===== src/rtl/alu_pkg.sv =====
// Shared opcodes, FSM states and helpers for the multi-cycle ALU.
// Encodings are compatible with the single-cycle datapath ALU.
package alu_pkg;

  localparam logic [3:0] ALU_AND   = 4'b0000;
  localparam logic [3:0] ALU_OR    = 4'b0001;
  localparam logic [3:0] ALU_ADD   = 4'b0010;
  localparam logic [3:0] ALU_SUB   = 4'b0110;
  localparam logic [3:0] ALU_SLTU  = 4'b0111;
  localparam logic [3:0] ALU_NOR   = 4'b1100;
  localparam logic [3:0] ALU_MUL   = 4'b1000;
  localparam logic [3:0] ALU_MULHU = 4'b1001;
  localparam logic [3:0] ALU_DIVU  = 4'b1010;
  localparam logic [3:0] ALU_REMU  = 4'b1011;

  typedef enum logic [1:0] {
    IDLE = 2'd0,
    ITER = 2'd1,
    FIN  = 2'd2
  } state_t;

  function automatic logic is_iterative(
    input logic [3:0] op
  );
    return op inside {ALU_MUL, ALU_MULHU,
                      ALU_DIVU, ALU_REMU};
  endfunction

  function automatic logic is_div(
    input logic [3:0] op
  );
    return (op == ALU_DIVU) || (op == ALU_REMU);
  endfunction

endpackage


===== src/rtl/alu_muldiv_iter.sv =====
// Shared radix-2 shift-add multiplier / restoring divider.
// hi/lo present the accumulator after the current step.
module alu_muldiv_iter #(
  parameter int WIDTH = 64,
  parameter int CNT_W = $clog2(WIDTH) + 1
) (
  input  logic             clk,
  input  logic             rst_n,
  input  logic             load,
  input  logic             mode,
  input  logic [WIDTH-1:0] a,
  input  logic [WIDTH-1:0] b,
  output logic [WIDTH-1:0] hi,
  output logic [WIDTH-1:0] lo,
  output logic             last
);
  import alu_pkg::*;

  logic [2*WIDTH-1:0] acc;
  logic [2*WIDTH-1:0] nxt;
  logic [WIDTH-1:0]   m;
  logic               md;
  logic [CNT_W-1:0]   cnt;
  logic [WIDTH:0]     sum;
  logic [WIDTH:0]     top;
  logic [WIDTH:0]     diff;

  // one iteration: add-and-shift-right (mul) or
  // shift-left-and-trial-subtract (div, mode=1)
  always_comb begin
    sum  = {1'b0, acc[2*WIDTH-1:WIDTH]} + {1'b0, m};
    top  = acc[2*WIDTH-1:WIDTH-1];
    diff = top - {1'b0, m};
    nxt  = acc;
    if (md) begin
      if (!diff[WIDTH])
        nxt = {diff[WIDTH-1:0],
               acc[WIDTH-2:0], 1'b1};
      else
        nxt = {acc[2*WIDTH-2:0], 1'b0};
    end else if (acc[0]) begin
      nxt = {sum, acc[WIDTH-1:1]};
    end else begin
      nxt = {1'b0, acc[2*WIDTH-1:1]};
    end
  end

  assign hi   = nxt[2*WIDTH-1:WIDTH];
  assign lo   = nxt[WIDTH-1:0];
  assign last = (cnt == CNT_W'(WIDTH - 1));

  // load operands, then step until the counter reaches WIDTH
  always_ff @(posedge clk or negedge rst_n) begin
    if (!rst_n) begin
      acc <= '0;
      m   <= '0;
      md  <= 1'b0;
      cnt <= CNT_W'(WIDTH);
    end else if (load) begin
      acc <= {{WIDTH{1'b0}}, (mode ? a : b)};
      m   <= mode ? b : a;
      md  <= mode;
      cnt <= '0;
    end else if (cnt != CNT_W'(WIDTH)) begin
      acc <= nxt;
      cnt <= cnt + CNT_W'(1);
    end
  end

endmodule


===== src/rtl/alu_multicycle.sv =====
// Multi-cycle execute-stage ALU with start/done handshake.
// Simple ops finish next cycle; mul/div iterate WIDTH times.
module alu_multicycle
  import alu_pkg::*;
#(
  parameter int WIDTH = 64,
  parameter int CNT_W = $clog2(WIDTH) + 1
) (
  input  logic             clk,
  input  logic             rst_n,
  input  logic             start,
  input  logic [WIDTH-1:0] a,
  input  logic [WIDTH-1:0] b,
  input  logic [3:0]       ALUControl,
  output logic             ready,
  output logic             busy,
  output logic             done,
  output logic [WIDTH-1:0] result,
  output logic             carryOut,
  output logic             overflow,
  output logic             zero,
  output logic             divByZero
);

  state_t           state;
  logic [3:0]       op_q;
  logic             dz;
  logic             load;
  logic [WIDTH-1:0] hi;
  logic [WIDTH-1:0] lo;
  logic             last;
  logic [WIDTH-1:0] it_res;
  logic [WIDTH:0]   sum;
  logic [WIDTH-1:0] dif;
  logic [WIDTH-1:0] s_res;
  logic             s_c;
  logic             s_v;
  logic [WIDTH-1:0] fin_res;
  logic             fin_c;
  logic             fin_v;
  logic             fin_dz;

  assign ready = (state == IDLE);
  assign busy  = ~ready;
  assign dz    = is_div(ALUControl) && (b == '0);
  assign load  = ready && start &&
                 is_iterative(ALUControl) && !dz;

  alu_muldiv_iter #(
    .WIDTH (WIDTH),
    .CNT_W (CNT_W)
  ) u_iter (
    .clk   (clk),
    .rst_n (rst_n),
    .load  (load),
    .mode  (is_div(ALUControl)),
    .a     (a),
    .b     (b),
    .hi    (hi),
    .lo    (lo),
    .last  (last)
  );

  assign it_res = (op_q == ALU_MULHU ||
                   op_q == ALU_REMU) ? hi : lo;

  // single-cycle ops straight from the live operands
  always_comb begin
    sum   = {1'b0, a} + {1'b0, b};
    dif   = a - b;
    s_res = '0;
    s_c   = 1'b0;
    s_v   = 1'b0;
    unique case (1'b1)
      (ALUControl == ALU_AND): s_res = a & b;
      (ALUControl == ALU_OR):  s_res = a | b;
      (ALUControl == ALU_NOR): s_res = ~(a | b);
      (ALUControl == ALU_ADD): begin
        s_res = sum[WIDTH-1:0];
        s_c   = sum[WIDTH];
        s_v   = (a[WIDTH-1] == b[WIDTH-1]) &&
                (sum[WIDTH-1] != a[WIDTH-1]);
      end
      (ALUControl == ALU_SUB): begin
        s_res = dif;
        s_c   = (a < b);
        s_v   = (a[WIDTH-1] != b[WIDTH-1]) &&
                (dif[WIDTH-1] != a[WIDTH-1]);
      end
      (ALUControl == ALU_SLTU):
        s_res = {{(WIDTH-1){1'b0}}, (a < b)};
      default: ;
    endcase
  end

  // divide-by-zero skips iteration and finishes directly
  always_comb begin
    fin_res = s_res;
    fin_c   = s_c;
    fin_v   = s_v;
    fin_dz  = 1'b0;
    if (dz) begin
      fin_res = (ALUControl == ALU_DIVU) ? '1 : a;
      fin_c   = 1'b0;
      fin_v   = 1'b0;
      fin_dz  = 1'b1;
    end
  end

  // control FSM and registered result/flags
  always_ff @(posedge clk or negedge rst_n) begin
    if (!rst_n) begin
      state     <= IDLE;
      op_q      <= ALU_AND;
      result    <= '0;
      carryOut  <= 1'b0;
      overflow  <= 1'b0;
      zero      <= 1'b0;
      done      <= 1'b0;
      divByZero <= 1'b0;
    end else begin
      done <= 1'b0;
      unique case (state)
        IDLE: if (start) begin
          op_q <= ALUControl;
          if (load) begin
            state <= ITER;
          end else begin
            state     <= FIN;
            done      <= 1'b1;
            result    <= fin_res;
            carryOut  <= fin_c;
            overflow  <= fin_v;
            zero      <= (fin_res == '0);
            divByZero <= fin_dz;
          end
        end
        ITER: if (last) begin
          state     <= FIN;
          done      <= 1'b1;
          result    <= it_res;
          carryOut  <= 1'b0;
          overflow  <= 1'b0;
          zero      <= (it_res == '0);
          divByZero <= 1'b0;
        end
        FIN:     state <= IDLE;
        default: state <= IDLE;
      endcase
    end
  end

endmodule


===== config.mk =====
export PLATFORM = sky130hd
export DESIGN_NAME = alu_multicycle
export DESIGN_NICKNAME = d
export VERILOG_FILES = /design/src/rtl/alu_pkg.sv /design/src/rtl/alu_muldiv_iter.sv /design/src/rtl/alu_multicycle.sv
export SDC_FILE = /design/constraint.sdc
export NUM_CORES = 2
export LEC_CHECK = 0
export ABC_AREA = 1
export CAP_MARGIN = 40
export CORE_ASPECT_RATIO = 0.75
export CORE_MARGIN = 1
export CORE_UTILIZATION = 25
export CTS_CLUSTER_DIAMETER = 60
export DETAILED_ROUTE_END_ITERATION = 10
export SYNTH_ARGS = -nofsm -noshare
export SYNTH_HDL_FRONTEND = slang
export SYNTH_SLANG_ARGS = --single-unit

===== constraint.sdc =====
create_clock -name clk -period 6.09 [get_ports clk]
set_input_delay 1.218 -clock clk [delete_from_list [all_inputs] [get_ports clk]]
set_output_delay 1.218 -clock clk [all_outputs]
set_load 0.03 [all_outputs]

# Word-level counts from Yosys, hierarchy flattened
# Index checks and enable logic that the tools add are counted.
# W data, S select, Z words.
dict set report classes {
  addsub 5
  bitwise 4
  reduce_logical 20
  mux 44
  n_eq_ne 21
  order_cmp 1
}
# cell count
set ops {}
lappend ops {{$mux W128} 5}
lappend ops {{$mux W64} 8}
lappend ops {{$pmux W64 S6} 1}
lappend ops {{$logic_not A64 Y1} 3}
lappend ops {{$add A64 B64 Y65} 2}
lappend ops {{$pmux W64 S2} 1}
lappend ops {{$sub A65 B64 Y65} 1}
lappend ops {{$and A64 B64 Y64} 1}
lappend ops {{$lt A64 B64 Y1} 1}
lappend ops {{$not A64 Y64} 1}
lappend ops {{$or A64 B64 Y64} 1}
lappend ops {{$sub A64 B64 Y64} 1}
lappend ops {{$eq A4 B4 Y1 const B} 7}
lappend ops {{$mux W1} 16}
lappend ops {{$mux W7} 2}
lappend ops {{$pmux W1 S2} 7}
lappend ops {{$eq A4 B3 Y1 const B} 2}
lappend ops {{$add A7 B1 Y7 const B} 1}
lappend ops {{$eq A7 B6 Y1 const B} 1}
lappend ops {{$ne A7 B7 Y1 const B} 1}
lappend ops {{$logic_and A1 B1 Y1} 6}
lappend ops {{$mux W2} 3}
lappend ops {{$ne A2 B2 Y1 const B} 3}
lappend ops {{$eq A4 B1 Y1 const B} 1}
lappend ops {{14 further kinds} 19}
dict set report totals {
  wordCells 107
  out_inout_bits 71
  reg_bits 275
  inputBits 135
}

# Depth between registers and ports, before layout
dict set report depth {
  ltp_word 8
  ltp_mapped 29
  mapped_depth_nobuf 28
}

# Hierarchy
# Synthesis repeated with hierarchy kept, for this count alone.
dict set report hier_totals {
  cells_unflattened 8020
  area_unflattened_um2 44046.0
}
# mod area_each_um2 cells_per_inst seq_area_each_um2 instances
set modules_own_cells {}
lappend modules_own_cells {alu_muldiv_iter 23915.4 4307 5006.1 1}
lappend modules_own_cells {alu_multicycle 20130.6 3713 1851.8 1}

# Worst setup path before layout
# Ideal clock, no wire load.
dict set report synth_timing {
  path_kind {input port to flip-flop}
  from {input port a[0]}
  to {register zero}
  t_arrival_ns 3.570
  setup_time_ns 0.077
  n_path_buf 0
  path_slack_ns 2.442
  path_stages 26
  t_required_ns 6.013
  cell_sequence {ha_1 -> inv_1 -> fa_1 -> inv_1 -> nand3_1 -> nand2_1 -> nand2_1 -> nand2_1 -> nand2_1 -> nand2_1 -> nand3_1 -> nand2_1 -> nand2_1 -> nand2_1 -> nand2_1 -> nand3_1 -> nand3_1 -> nor2_1 -> nand2_1 -> nor2_1 -> nand2_1 -> nor2_1 -> nand4_1 -> nand2_1 -> inv_1 -> a21oi_1}
}
dict set report synth_between {
  elab_chain_len 8
  word_cells_on_any_way 13
  cone_classes {2 x add/sub; 1 x order compare; 6 x mux; 3 x bitwise; 1 x reduce/logical}
}
# item line
set synth_rtl {}
lappend synth_rtl {{start, declared} alu_multicycle.sv:12} ;# input logic [WIDTH-1:0] a,
lappend synth_rtl {{branches (longest 3 deep; another with $sub A64 B64 Y64)} -}
lappend synth_rtl {{$mux W64 *} alu_multicycle.sv:102} ;# if (dz) begin
lappend synth_rtl {{$logic_not A64 Y1 *} alu_multicycle.sv:134} ;# zero <= (fin_res == '0);
lappend synth_rtl {{$mux W1 *} alu_multicycle.sv:126} ;# if (load) begin
lappend synth_rtl {{$mux W1 *} alu_multicycle.sv:124} ;# IDLE: if (start) begin
lappend synth_rtl {{$pmux W1 S2 *} alu_multicycle.sv:123} ;# unique case (state)
lappend synth_rtl {{end signal, assigned} alu_multicycle.sv:134}
lappend synth_rtl {{end signal, assigned} alu_multicycle.sv:144} ;# zero <= (it_res == '0);
lappend synth_rtl {{end, declared} alu_multicycle.sv:21} ;# output logic zero,
# Mark *: on every way between the ends. The select of a mux whose other input is x is not followed.
# A chain may end at the register's enable or synchronous reset.

# Worst setup path in the final report
dict set report layout_timing {
  from {input port a[29]}
  to {register zero}
}
# Same word-level chain as after synthesis.

==> summary.md <==
| Metric | Value |
|---|---|
| Cell Rows | ~130 |
| Design area | 50300 um2 |
| Cell repeated most along the worst path | nand2_1 |
| Area of the multi-input gates | 29200 um2 |
| Max Cap Viol | 0 |
| RSZ-0062 raised after global routing | false |
| # port buffers | about 210 |
| Kind of cell adding the most delay to the critical path | simple AND/OR/NAND/NOR gates |
| Clk_skew | roughly 0.028 ns |
| Placed Area | 49300 um2 |
| WP buf/inv | 6 |
| Gr usage total | 0.313 |
| Top Ports | around 210 |
| CP Launch Type | input port |
| CTS H-tree lvls | 1 |
| Worst EP required | between 6 and 7 ns |
| Placed cells | around 10000 |
| CTS hold repair buffers | 0 |
| Clock Tree Buf Depth | 3 |
| FILL cells | 19100 |
| Cell with the most instances after synthesis | nand2_1 |
| 1st-iter DRT viols | 8221 |
| Cell Area, Synth | approximately 42000 um2 |
| Pleak | around 26 nW |
| CTS Sinks | about 270 |
| Fmax | ~180 MHz |
| Antenna viol nets, final | 0 |
| Critical path endpoint category | register |
| Peak supply drop | between 300 and 400 uV |
| Status | completed |
| Initial antenna violation count | 8 |
| Setup WS pre-CTS | about 0.22 ns |
| Area contributors post-synth | nand2_1, dfrtp_1, inv_1, ha_1, nand3_1 |
| Post-Syn Nets | 8085 |
| Critical path fanouts, max | 5 |
| Total number of vias | 54100 |
| Clk root buf | clkbuf_16 |
| Register bit count reported by yosys | around 270 |
| Fin. Hold Viols | 0 |
| Ys Warns | 0 |
| Final WL | 276000 um |
| Nets@finish | between 8000 and 9000 |
| Area Growth Syn to Fin | 19.6% |
| Setup_tns | 0 ns |
| Slowest-stage cell, CP | clkdlybuf4s50_1 |
| TritonCTS buffer count | 28 |
| Fin cells | roughly 10000 |
| Core ar. | approximately 170000 um2 |
| Setup Fix Bufs, Post-CTS | 0 |
| Drt drc | 0 |
| Share of cells above drive strength 1 | 0.0681 |
| Fin. max-slew vios | 0 |
| WL/cell | 26.9 um |
| Worst setup path class | in -> reg |
| Placer Congestion | roughly 1.1 |
| FFs w/ async S/R, synth | 1.00 |
| Synth Area per Inst | about 5.5 um2 |
| HP Class | reg -> reg |
| DRT Pass-1 Iters | 6 |
| HPWL Detailed | ~240000 um |
| Top_reg_cell synth | dfrtp_1 |
| Cts repair resizes | 0 |
| Least-Margin Pin Slew | roughly 1.1 ns |
| Total Die Area | ~170000 um2 |
| Clock Pin Slew Worst Setup and Hold Paths | roughly 0.070 ns |
| CTS tree | done |
| Final setup viols | 0 |
| Post-Synthesis Cells | ~7600 |
| Storage cell area | 6860 um2 |
| Die W | about 480 um |
| Max-Slew Margin vs Limit | 0.267 |
| Vias in the first global route | approximately 48000 |
| Leading area contributor after synthesis | nand2_1 |
| Post-synth EDFFs | 0 |
| Tcrit/Tclk final | 0.913 |
| Worst hold slack | around 0.51 ns |
| Total global routing overflow | 0 |
| PnR worst setup slack | approximately 0.53 ns |
| Sequential share of the synthesized area | 0.163 |
| Min Tclk post-route | about 5.6 ns |
| First-pass GRT wire length | around 380000 um |
| Synth cell types | 63 |
| Post-DR vias/cell | 5.28 |
| PwrDens | around 530 nW/um2 |
| CP max stage delay | around 0.58 ns |
| Crit path cell chain | clkdlybuf4s50_1, inv_1, ha_1, buf_4, nor2_1, nand2_1, inv_1, nand2_1, nor2_1, buf_4, nand2_1, nand3_1, nand2_1, nand3_1, nand3_1, nor2_1, nand2_1, nor2_1, nand2_1, nor2_1, nand4_1, nand2_1, inv_1, a21oi_1 |
| Die H | around 360 um |
| Top post-synthesis cells by count | nand2_1, inv_1, nor2_1 |
| Critical path data arrival time | about 6 ns |
| Initial Util | 0.253 |
| Top-area cell type share of the netlist area | 0.217 |
| Clk_lat worst skew | slightly above 0.6 ns |
| Largest net degree at the start of global routing | 140 |
final timing paths:
| check | start | end | slack, ns | cells after the start |
|---|---|---|---|---|
| min in group asynchronous | rst_n | u_iter.acc[120] | 0.54 | 1 |
| worst min register to register | op_q[3] | op_q[3] | 0.51 | 2 |
| max in group asynchronous | rst_n | u_iter.acc[0] | 4.34 | 2 |
| worst min-delay path | op_q[3] | op_q[3] | 0.51 | 2 |
| worst max register to register | u_iter.acc[63] | zero | 0.70 | 25 |
| worst max-delay path | a[29] | zero | 0.53 | 24 |
layer usage:
layer,part of all wire,up-vias,global-route usage
li1,-,25300,-
met1,0.48,25500,0.475
met2,0.37,3075,0.415
met4,0.029,4,0.0766
met5,0.00095,-,0.0105
met3,0.12,257,0.0958
layout make-up:
type / instances / share of cell area
Antenna cell: 3 / 0.000149
Clock buffer: 43 / 0.0167
Clock inverter: 6 / 0.00194
Inverter: 1295 / 0.0969
Multi-Input combinational cell: 5773 / 0.581
Sequential cell: 274 / 0.137
Tap cell: 2227 / 0.0555
Timing Repair Buffer: 631 / 0.111
metrics by stage:
step                      utilization  total power [W]
after floorplan                     -           0.0161
after global placement          0.297           0.0235
after detailed placement        0.297           0.0235
after CTS                       0.303           0.0256
after global routing            0.303           0.0282
final                           0.303           0.0265
state kept, by name (all words and copies together) (netlist names):
signal and flops:
divByZero 1, op_q 3, zero 1, u_iter.md 1, u_iter.cnt 7, u_iter.acc 128
state 2, done 1, carryOut 1, u_iter.m 64, overflow 1, result 64
placed cells by master (no fill, tap or decap), types with 4 or more instances in the layout:
master	n
nand4_1	136
nor3_1	72
and2_1	5
clkbuf_16	29
nand2_4	8
xor2_1	7
o21bai_1	23
nor2_1	701
o221ai_1	85
a22oi_1	24
a21o_1	9
clkbuf_8	6
nor4_1	13
clkdlybuf4s50_1	204
nand3b_1	12
fa_1	4
o21ai_1	5
nand2_1	2426
or2_2	7
nor2_4	7
clkbuf_1	8
xnor2_1	29
nor2_2	9
inv_2	14
inv_1	1278
o21ai_0	562
nand2_2	12
a21oi_1	459
buf_12	25
nand3_1	610
dfrtp_1	271
and3_1	4
ha_1	341
o211ai_1	92
nand3_2	6
a221oi_1	57
o21a_1	8
o22ai_1	4
buf_4	398
a211oi_1	4
kinds of logic after synthesis:
family,Yosys count,share of synthesized area
AND/OR/NAND/NOR,4035,0.396
buffers and inverters,1558,0.143
adder cells (fa/ha/maj),345,0.103
multiplexers,3,0.000715
AO/OA/AOI/OAI,1354,0.186
flip-flops,274,0.163
XOR/XNOR,36,0.00751
worst min-delay path, stage by stage (launching register included):
cell and delay, ns:
dfrtp_1 0.35, nand2_1 0.05, o21ai_0 0.07
power breakdown:
part | switching, W | internal (W) | total [W]
clock | 0.000901 | 0.00103 | 0.00194
combinational | 0.0148 | 0.00606 | 0.0209
sequential | 0.000940 | 0.00271 | 0.00365
Note: power is estimated with default switching activity, not from simulation.
